**config.mk**
```make
export PLATFORM = sky130hd
export DESIGN_NAME = seg7_scan_driver
export DESIGN_NICKNAME = d
export VERILOG_FILES = /design/src/rtl/seg7_scan_driver.sv
export SDC_FILE = /design/constraint.sdc
export NUM_CORES = 1
export LEC_CHECK = 0
export CORE_ASPECT_RATIO = 0.7
export CORE_MARGIN = 2
export CORE_UTILIZATION = 35
export DETAILED_ROUTE_END_ITERATION = 7
export GPL_ROUTABILITY_DRIVEN = 1
export SLEW_MARGIN = 15
export SYNTH_ARGS = -nofsm -noshare
export SYNTH_HDL_FRONTEND = slang
export SYNTH_SLANG_ARGS = --single-unit
export TNS_END_PERCENT = 20
```
**constraint.sdc**
```tcl
create_clock -name sysclk -period 7.33 [get_ports sysclk]
set_input_delay 1.466 -clock sysclk [delete_from_list [all_inputs] [get_ports sysclk]]
set_output_delay 1.466 -clock sysclk [all_outputs]
set_load 0.005 [all_outputs]
```
**src/rtl/seg7_scan_driver.sv**
```systemverilog
// Multiplexed 5-digit common-anode 7-segment scan driver.
// Features: per-frame input snapshot, inter-digit blanking, optional leading-zero suppression.
module seg7_scan_driver #(
  parameter int unsigned DIV          = 2000,
  parameter int unsigned BLANK_CYCLES = 16,
  parameter bit          LZ_SUPPRESS  = 1'b1
) (
  input  logic       sysclk,
  input  logic       rst,
  input  logic       en,
  input  logic [3:0] d5_in,
  input  logic [3:0] d4_in,
  input  logic [3:0] d3_in,
  input  logic [3:0] d2_in,
  input  logic [3:0] d1_in,
  output logic [6:0] seg_n,
  output logic [4:0] an_n,
  output logic       frame_start
);

  localparam int unsigned CNT_W  = (DIV > 1) ? $clog2(DIV) : 1;
  localparam int unsigned DIG_W  = 3;
  localparam int unsigned NDIG   = 5;
  localparam logic [DIG_W-1:0] DIG_D5 = DIG_W'(NDIG - 1);
  localparam logic [DIG_W-1:0] DIG_D1 = DIG_W'(0);
  localparam logic [CNT_W-1:0] CNT_LAST  = CNT_W'(DIV - 1);
  localparam logic [CNT_W-1:0] CNT_BLANK = CNT_W'(BLANK_CYCLES);
  localparam logic [6:0] SEG_DARK = 7'h7F;
  localparam logic [4:0] AN_DARK  = 5'h1F;

  typedef enum logic {
    IDLE,
    SCAN
  } state_t;

  // Snapshot storage: index 4 holds D5 (leftmost), index 0 holds D1.
  typedef logic [NDIG-1:0][3:0] digits_t;

  state_t             state_q, state_d;
  logic [CNT_W-1:0]   cnt_q, cnt_d;
  logic [DIG_W-1:0]   digit_q, digit_d;
  digits_t            snap_q, snap_d;
  logic [6:0]         seg_d;
  logic [4:0]         an_d;
  logic               frame_d;
  logic               zero_run;
  logic               lz_blank;
  digits_t            live_digits;

  assign live_digits = {d5_in, d4_in, d3_in, d2_in, d1_in};

  // BCD to active-low gfedcba; invalid codes show a dash.
  function automatic logic [6:0] decode(input logic [3:0] v);
    logic [6:0] s;
    case (v)
      4'd0:    s = 7'h40;
      4'd1:    s = 7'h79;
      4'd2:    s = 7'h24;
      4'd3:    s = 7'h30;
      4'd4:    s = 7'h19;
      4'd5:    s = 7'h12;
      4'd6:    s = 7'h02;
      4'd7:    s = 7'h78;
      4'd8:    s = 7'h00;
      4'd9:    s = 7'h10;
      default: s = 7'h3F;
    endcase
    return s;
  endfunction

  // State, counters, snapshot and registered outputs.
  always_ff @(posedge sysclk or posedge rst) begin
    if (rst) begin
      state_q     <= IDLE;
      cnt_q       <= '0;
      digit_q     <= DIG_D5;
      snap_q      <= '0;
      seg_n       <= SEG_DARK;
      an_n        <= AN_DARK;
      frame_start <= 1'b0;
    end else begin
      state_q     <= state_d;
      cnt_q       <= cnt_d;
      digit_q     <= digit_d;
      snap_q      <= snap_d;
      seg_n       <= seg_d;
      an_n        <= an_d;
      frame_start <= frame_d;
    end
  end

  // Next state plus outputs derived from the next cnt/digit/snapshot so they align with cnt.
  always_comb begin
    state_d  = state_q;
    cnt_d    = cnt_q;
    digit_d  = digit_q;
    snap_d   = snap_q;
    frame_d  = 1'b0;
    seg_d    = SEG_DARK;
    an_d     = AN_DARK;
    zero_run = 1'b1;
    lz_blank = 1'b0;

    case (state_q)
      IDLE: begin
        cnt_d   = '0;
        digit_d = DIG_D5;
        if (en) begin
          state_d = SCAN;
          snap_d  = live_digits;
          frame_d = 1'b1;
        end
      end
      SCAN: begin
        if (!en) begin
          state_d = IDLE;
          cnt_d   = '0;
          digit_d = DIG_D5;
        end else if (cnt_q == CNT_LAST) begin
          cnt_d = '0;
          if (digit_q == DIG_D1) begin
            digit_d = DIG_D5;
            snap_d  = live_digits;
            frame_d = 1'b1;
          end else begin
            digit_d = digit_q - DIG_W'(1);
          end
        end else begin
          cnt_d = cnt_q + CNT_W'(1);
        end
      end
      default: begin
        state_d = IDLE;
        cnt_d   = '0;
        digit_d = DIG_D5;
      end
    endcase

    // A digit is a leading zero if it and every higher snapshot digit are zero.
    for (int i = NDIG - 1; i >= 1; i--) begin
      if ((DIG_W'(i) >= digit_d) && (snap_d[DIG_W'(i)] != 4'd0)) begin
        zero_run = 1'b0;
      end
    end
    lz_blank = LZ_SUPPRESS && (digit_d != DIG_D1) && zero_run;

    if ((state_d == SCAN) && (cnt_d >= CNT_BLANK) && !lz_blank) begin
      an_d  = ~(5'b00001 << digit_d);
      seg_d = decode(snap_d[digit_d]);
    end
  end

endmodule

```
# Word level (Yosys, flattened, before mapping)
# Memories as Yosys holds them, arrays and structs flattened.
# Index checks and enable logic that the tools add are counted.
dict set report totals {
  register_bits 48
  output_inout_bits 13
  mem_count 1
  mem_bits_ro 112
  latchBits 0
  elab_cells 59
  in_bits 23
  ram_bits 0
}
# name depth word_bits read_ports rd_clocked_by_memory_dff write_ports line_no
set memory_table {}
lappend memory_table {{(no name shown)} 16 7 1 0 0 55} ;# case (v)
dict set report op_classes {
  order_cmp 5
  shift 1
  n_addsub 2
  mul 0
  reduce_logical 12
  mux 24
  n_bitwise 2
  n_eq_ne 1
  div_mod_pow 0
}
# op count
set ops {}
lappend ops {{$mux 20} 4}
lappend ops {{$pmux 20 s2} 1}
lappend ops {{$mux 11} 2}
lappend ops {{$pmux 11 s2} 1}
lappend ops {{$bmux 4 s3} 1}
lappend ops {{$reduce_bool 4->1} 3}
lappend ops {{$add 11x1->11 const B} 1}
lappend ops {{$eq 11x11->1 const B} 1}
lappend ops {{$ge 11x5->1 const B} 1}
lappend ops {{$mux 3} 3}
lappend ops {{$mux 1} 7}
lappend ops {{$mux 7} 1}
lappend ops {{$ge 2x3->1 const A} 2}
lappend ops {{$logic_and 1x1->1} 6}
lappend ops {{$pmux 3 s2} 1}
lappend ops {{$mux 5} 1}
lappend ops {{$not 5->5} 1}
lappend ops {{$shl 1x3->5 const A} 1}
lappend ops {{$lt 3x4->1 const B} 1}
lappend ops {{$mux 4} 1}
lappend ops {{$ge 1x3->1 const A} 1}
lappend ops {{$logic_not 3->1} 1}
lappend ops {{$reduce_bool 3->1} 1}
lappend ops {{$sub 3x1->3 const B} 1}
lappend ops {{3 further kinds} 3}

# Logic depth before layout (Yosys ltp)
dict set report depth {
  word_depth 14
  ltp_mapped 17
}

# Least setup slack after synthesis
# No wires, ideal clock.
dict set report synth_path {
  kind {input to register}
  start {in en}
  end {reg seg_n[3]}
  t_arrival_ps 3354
  required_ps 7239
  stages 10
  path_buffers 1
  setup_slack_ps 3886
  path_cell_list {and2_1 > clkbuf_1 > o21ai_0 > o22ai_1 > a221oi_1 > a21oi_1 > inv_1 > ha_1 > and3_1 > o31ai_1}
}
dict set report synth_via {
  elab_chain_cells 11
  elab_cells_between_ends 30
  cone_classes {order compare (4); mux (14); reduce/logical (11); memory (1)}
}
# item line_no
set synth_lines {}
lappend synth_lines {{from (decl)} 10} ;# input logic en,
lappend synth_lines {{branches (longest 10 deep; another with $mem_v2 16x7)} --}
lappend synth_lines {{$mux 7 *} 147} ;# if ((state_d == SCAN) && (cnt_d >= CNT_BLANK) && !lz_blank) begin
lappend synth_lines {{net seg_d[3]} 43} ;# logic [6:0] seg_d;
lappend synth_lines {{to (signal assigned)} 86} ;# seg_n <= seg_d;
lappend synth_lines {{to (decl)} 16} ;# output logic [6:0] seg_n,
# Mark *: on every way through the listed nets, which the timed path passes. The select of a mux whose other input is x is not followed.

==> flow_metrics.env <==
export IMPL_outcome="finished, final reports clean"
export IMPL_synth_edf_count=0
export IMPL_top_usage_layer="met1"
export IMPL_mostFrequentLayoutCells="dfrtp_1, clkdlybuf4s50_1, nand2_1"
export IMPL_htree_levels=2
export IMPL_timing_final_crit_share=0.598
export IMPL_grt_max_degree=49
export IMPL_track_usage=0.162
export IMPL_coreArea_um2=7320
export IMPL_min_path_type="reg2reg"
export IMPL_clock_sinks=48
export IMPL_ir_worst_vdd_uv=119
export IMPL_finalPower_mw=0.589
export IMPL_grt_pass1_vias=2039
export IMPL_dpl_hpwl_um=4580
export IMPL_worstSetupPathType="in2reg"
export IMPL_ys_flop_type="dfrtp_1"
export IMPL_final_max_slew_violation_count=0
export IMPL_wl_um=6250
export IMPL_yosysUniqueCellTypes=62
export IMPL_cts_buffers=5
export IMPL_required_ns=7.55
export IMPL_maxSlewHeadroom=0.329
export IMPL_fillers=718
export IMPL_dieWidth_um=108
export IMPL_wl_per_cell_um=16.1
export IMPL_grt_util_met3=0.0400
export IMPL_hold_viol_final=0
export IMPL_power_leakage_nw=1.32
export IMPL_drtIter0Drc=164
export IMPL_grtUsageMet2=0.213
export IMPL_insertedDiodeCount=0
export IMPL_port_buffers=35
export IMPL_hold_ws_ns=0.507
export IMPL_met1_usage=0.263
export IMPL_hold_buffers=0
export IMPL_async_reset_ff_frac=1.00
export IMPL_seq_area_um2=1220
export IMPL_syn_area_um2=2640
export IMPL_clk_latency_ns=0.30
export IMPL_netlist_instances=259
export IMPL_post_dp_cell_area_um2=3020
export IMPL_fin_ws_ns=2.94
export IMPL_synth_seq_area_share=0.461
export IMPL_maxClockFrequency_ghz=0.228
export IMPL_fin_setup_tns_ns=0
export IMPL_cp_arrival_ns=4.60
export IMPL_firstDrtPassIters=5
export IMPL_clock_skew_ns=0.00533
export IMPL_yosysWarnings=0
export IMPL_tightestPinTransition_ns=1.00
export IMPL_vias_per_cell=5.37
export IMPL_multi_input_area_um2=1270
export IMPL_clockBufferDepth=2
export IMPL_area_delta_synth_final_pct=19.0
export IMPL_fin_cells=387
export IMPL_ant_nets=0
export IMPL_path_clk_slew_ns=0.09
export IMPL_syn_area_per_cell_um2=10.2
export IMPL_cts_root_buf="clkbuf_8"
export IMPL_place_ws_ns=2.64
export IMPL_post_cts_buffers=0
export IMPL_drive_gt1_frac=0.156
export IMPL_gp_congestion=0.803
export IMPL_gr_total_overflow=0
export IMPL_cts_tree="yes"
export IMPL_postSynthRegisterBits=48
export IMPL_cts_resized=0
export IMPL_fin_util=0.429
export IMPL_endpoint_kind="register"
export IMPL_syn_nets=288
export IMPL_startpoint_type="input port"
export IMPL_antenna_found_initial=0
export IMPL_drv_cap=0
export IMPL_drc=0
export IMPL_rsz0062_at_grt="false"
export IMPL_grt_pass1_wl_um=10600
export IMPL_io_pins=36
export IMPL_rows=26
export IMPL_p_per_area_nw_per_um2=188
export IMPL_dieArea_um2=8270
export IMPL_num_vias=2079
export IMPL_final_net_count=317
export IMPL_dp_cells=379
export IMPL_setup_violations=0
export IMPL_initial_utilization=0.361
export IMPL_fin_area_um2=3140
export IMPL_fp_dieH_um=76.7
export IMPL_crit_fanout=21
export IMPL_period_minus_slack_ns=4.39
cell families after synthesis:
| kind of cell | count (synthesis) | synth area share |
|---|---|---|
| muxes | 19 | 0.0772 |
| DFF | 48 | 0.461 |
| adders and majority gates | 6 | 0.0284 |
| AOI/OAI and AO/OA | 55 | 0.158 |
| xor gates and xnor gates | 6 | 0.0199 |
| other | 1 | 0.00142 |
| and+or+nand+nor | 98 | 0.198 |
| buffers and inverters | 26 | 0.0564 |
state kept, by name (all words and copies together), names as in the netlist:
| register | cells |
|---|---|
| snap_q | 20 |
| state_q | 1 |
| digit_q | 3 |
| seg_n | 7 |
| cnt_q | 11 |
| an_n | 5 |
| frame_start | 1 |
layout make-up:
class / count / share of cell area
multi-input cells: 185 / 0.406
flip-flops and latches: 48 / 0.387
repair buffers: 35 / 0.111
well taps: 98 / 0.0390
clock buffers: 7 / 0.0307
inverters: 13 / 0.0163
clock inverters: 1 / 0.00955
critical path, cell delays in order:
cell	delay, ns
clkdlybuf4s50_1	0.57
nand2_1	0.30
inv_2	0.46
mux2_1	0.40
a221oi_1	0.34
a21oi_1	0.23
inv_1	0.19
ha_1	0.26
and3_1	0.15
o31ai_1	0.23
routing by layer:
metal / vias to the layer above / part of all wire
met5: - / 0
met4: 0 / 0.0062
met3: 2 / 0.065
met2: 70 / 0.39
met1: 1014 / 0.54
li1: 993 / -
power by group:
| part | leakage [nW] | switching, mW | total, mW | internal (mW) |
|---|---|---|---|---|
| Clock | 0.0645 | 0.0918 | 0.212 | 0.121 |
| Sequential | 0.580 | 0.00799 | 0.290 | 0.282 |
| Combinational | 0.677 | 0.0483 | 0.0871 | 0.0388 |
path summary, 6_finish.rpt:
path / slack (ns) / start / endpoint / cells after the start
min in group asynchronous: 1.73 / rst / snap_q[1] / 2
hold reg to reg: 0.51 / snap_q[10] / snap_q[10] / 2
hold / removal: 0.51 / snap_q[10] / snap_q[10] / 2
setup / recovery: 2.94 / en / seg_n[3] / 10
max in group asynchronous: 4.98 / rst / snap_q[3] / 2
setup reg to reg: 3.47 / cnt_q[0] / seg_n[3] / 12
synthesized netlist by cell type (2+ instances only):
cell | count | area share
nor3_2 | 2 | 0.0076
nand4_1 | 2 | 0.0047
dfrtp_1 | 35 | 0.33
buf_2 | 3 | 0.0057
nor4_1 | 7 | 0.017
o41ai_1 | 2 | 0.0066
nor3_1 | 4 | 0.0076
or2_2 | 2 | 0.0047
and2_1 | 3 | 0.0071
nor2_1 | 16 | 0.023
xnor2_1 | 4 | 0.013
o21a_1 | 2 | 0.0057
o21ai_1 | 4 | 0.0076
buf_6 | 6 | 0.026
a31oi_1 | 2 | 0.0047
o21ai_0 | 8 | 0.015
or4_1 | 3 | 0.0085
xor2_1 | 2 | 0.0066
nand4b_1 | 2 | 0.0066
nand2_1 | 29 | 0.041
mux2_2 | 10 | 0.043
dfstp_2 | 13 | 0.13
o31ai_1 | 6 | 0.017
inv_1 | 11 | 0.016
nand2b_1 | 3 | 0.0071
mux2i_1 | 8 | 0.030
clkbuf_1 | 4 | 0.0057
and3_1 | 7 | 0.017
o21bai_1 | 2 | 0.0057
ha_1 | 6 | 0.028
nand3_1 | 9 | 0.017
o31a_1 | 2 | 0.0066
o22ai_1 | 2 | 0.0047
a21oi_1 | 10 | 0.019
No activity file was read; power rests on OpenSTA's default activity.
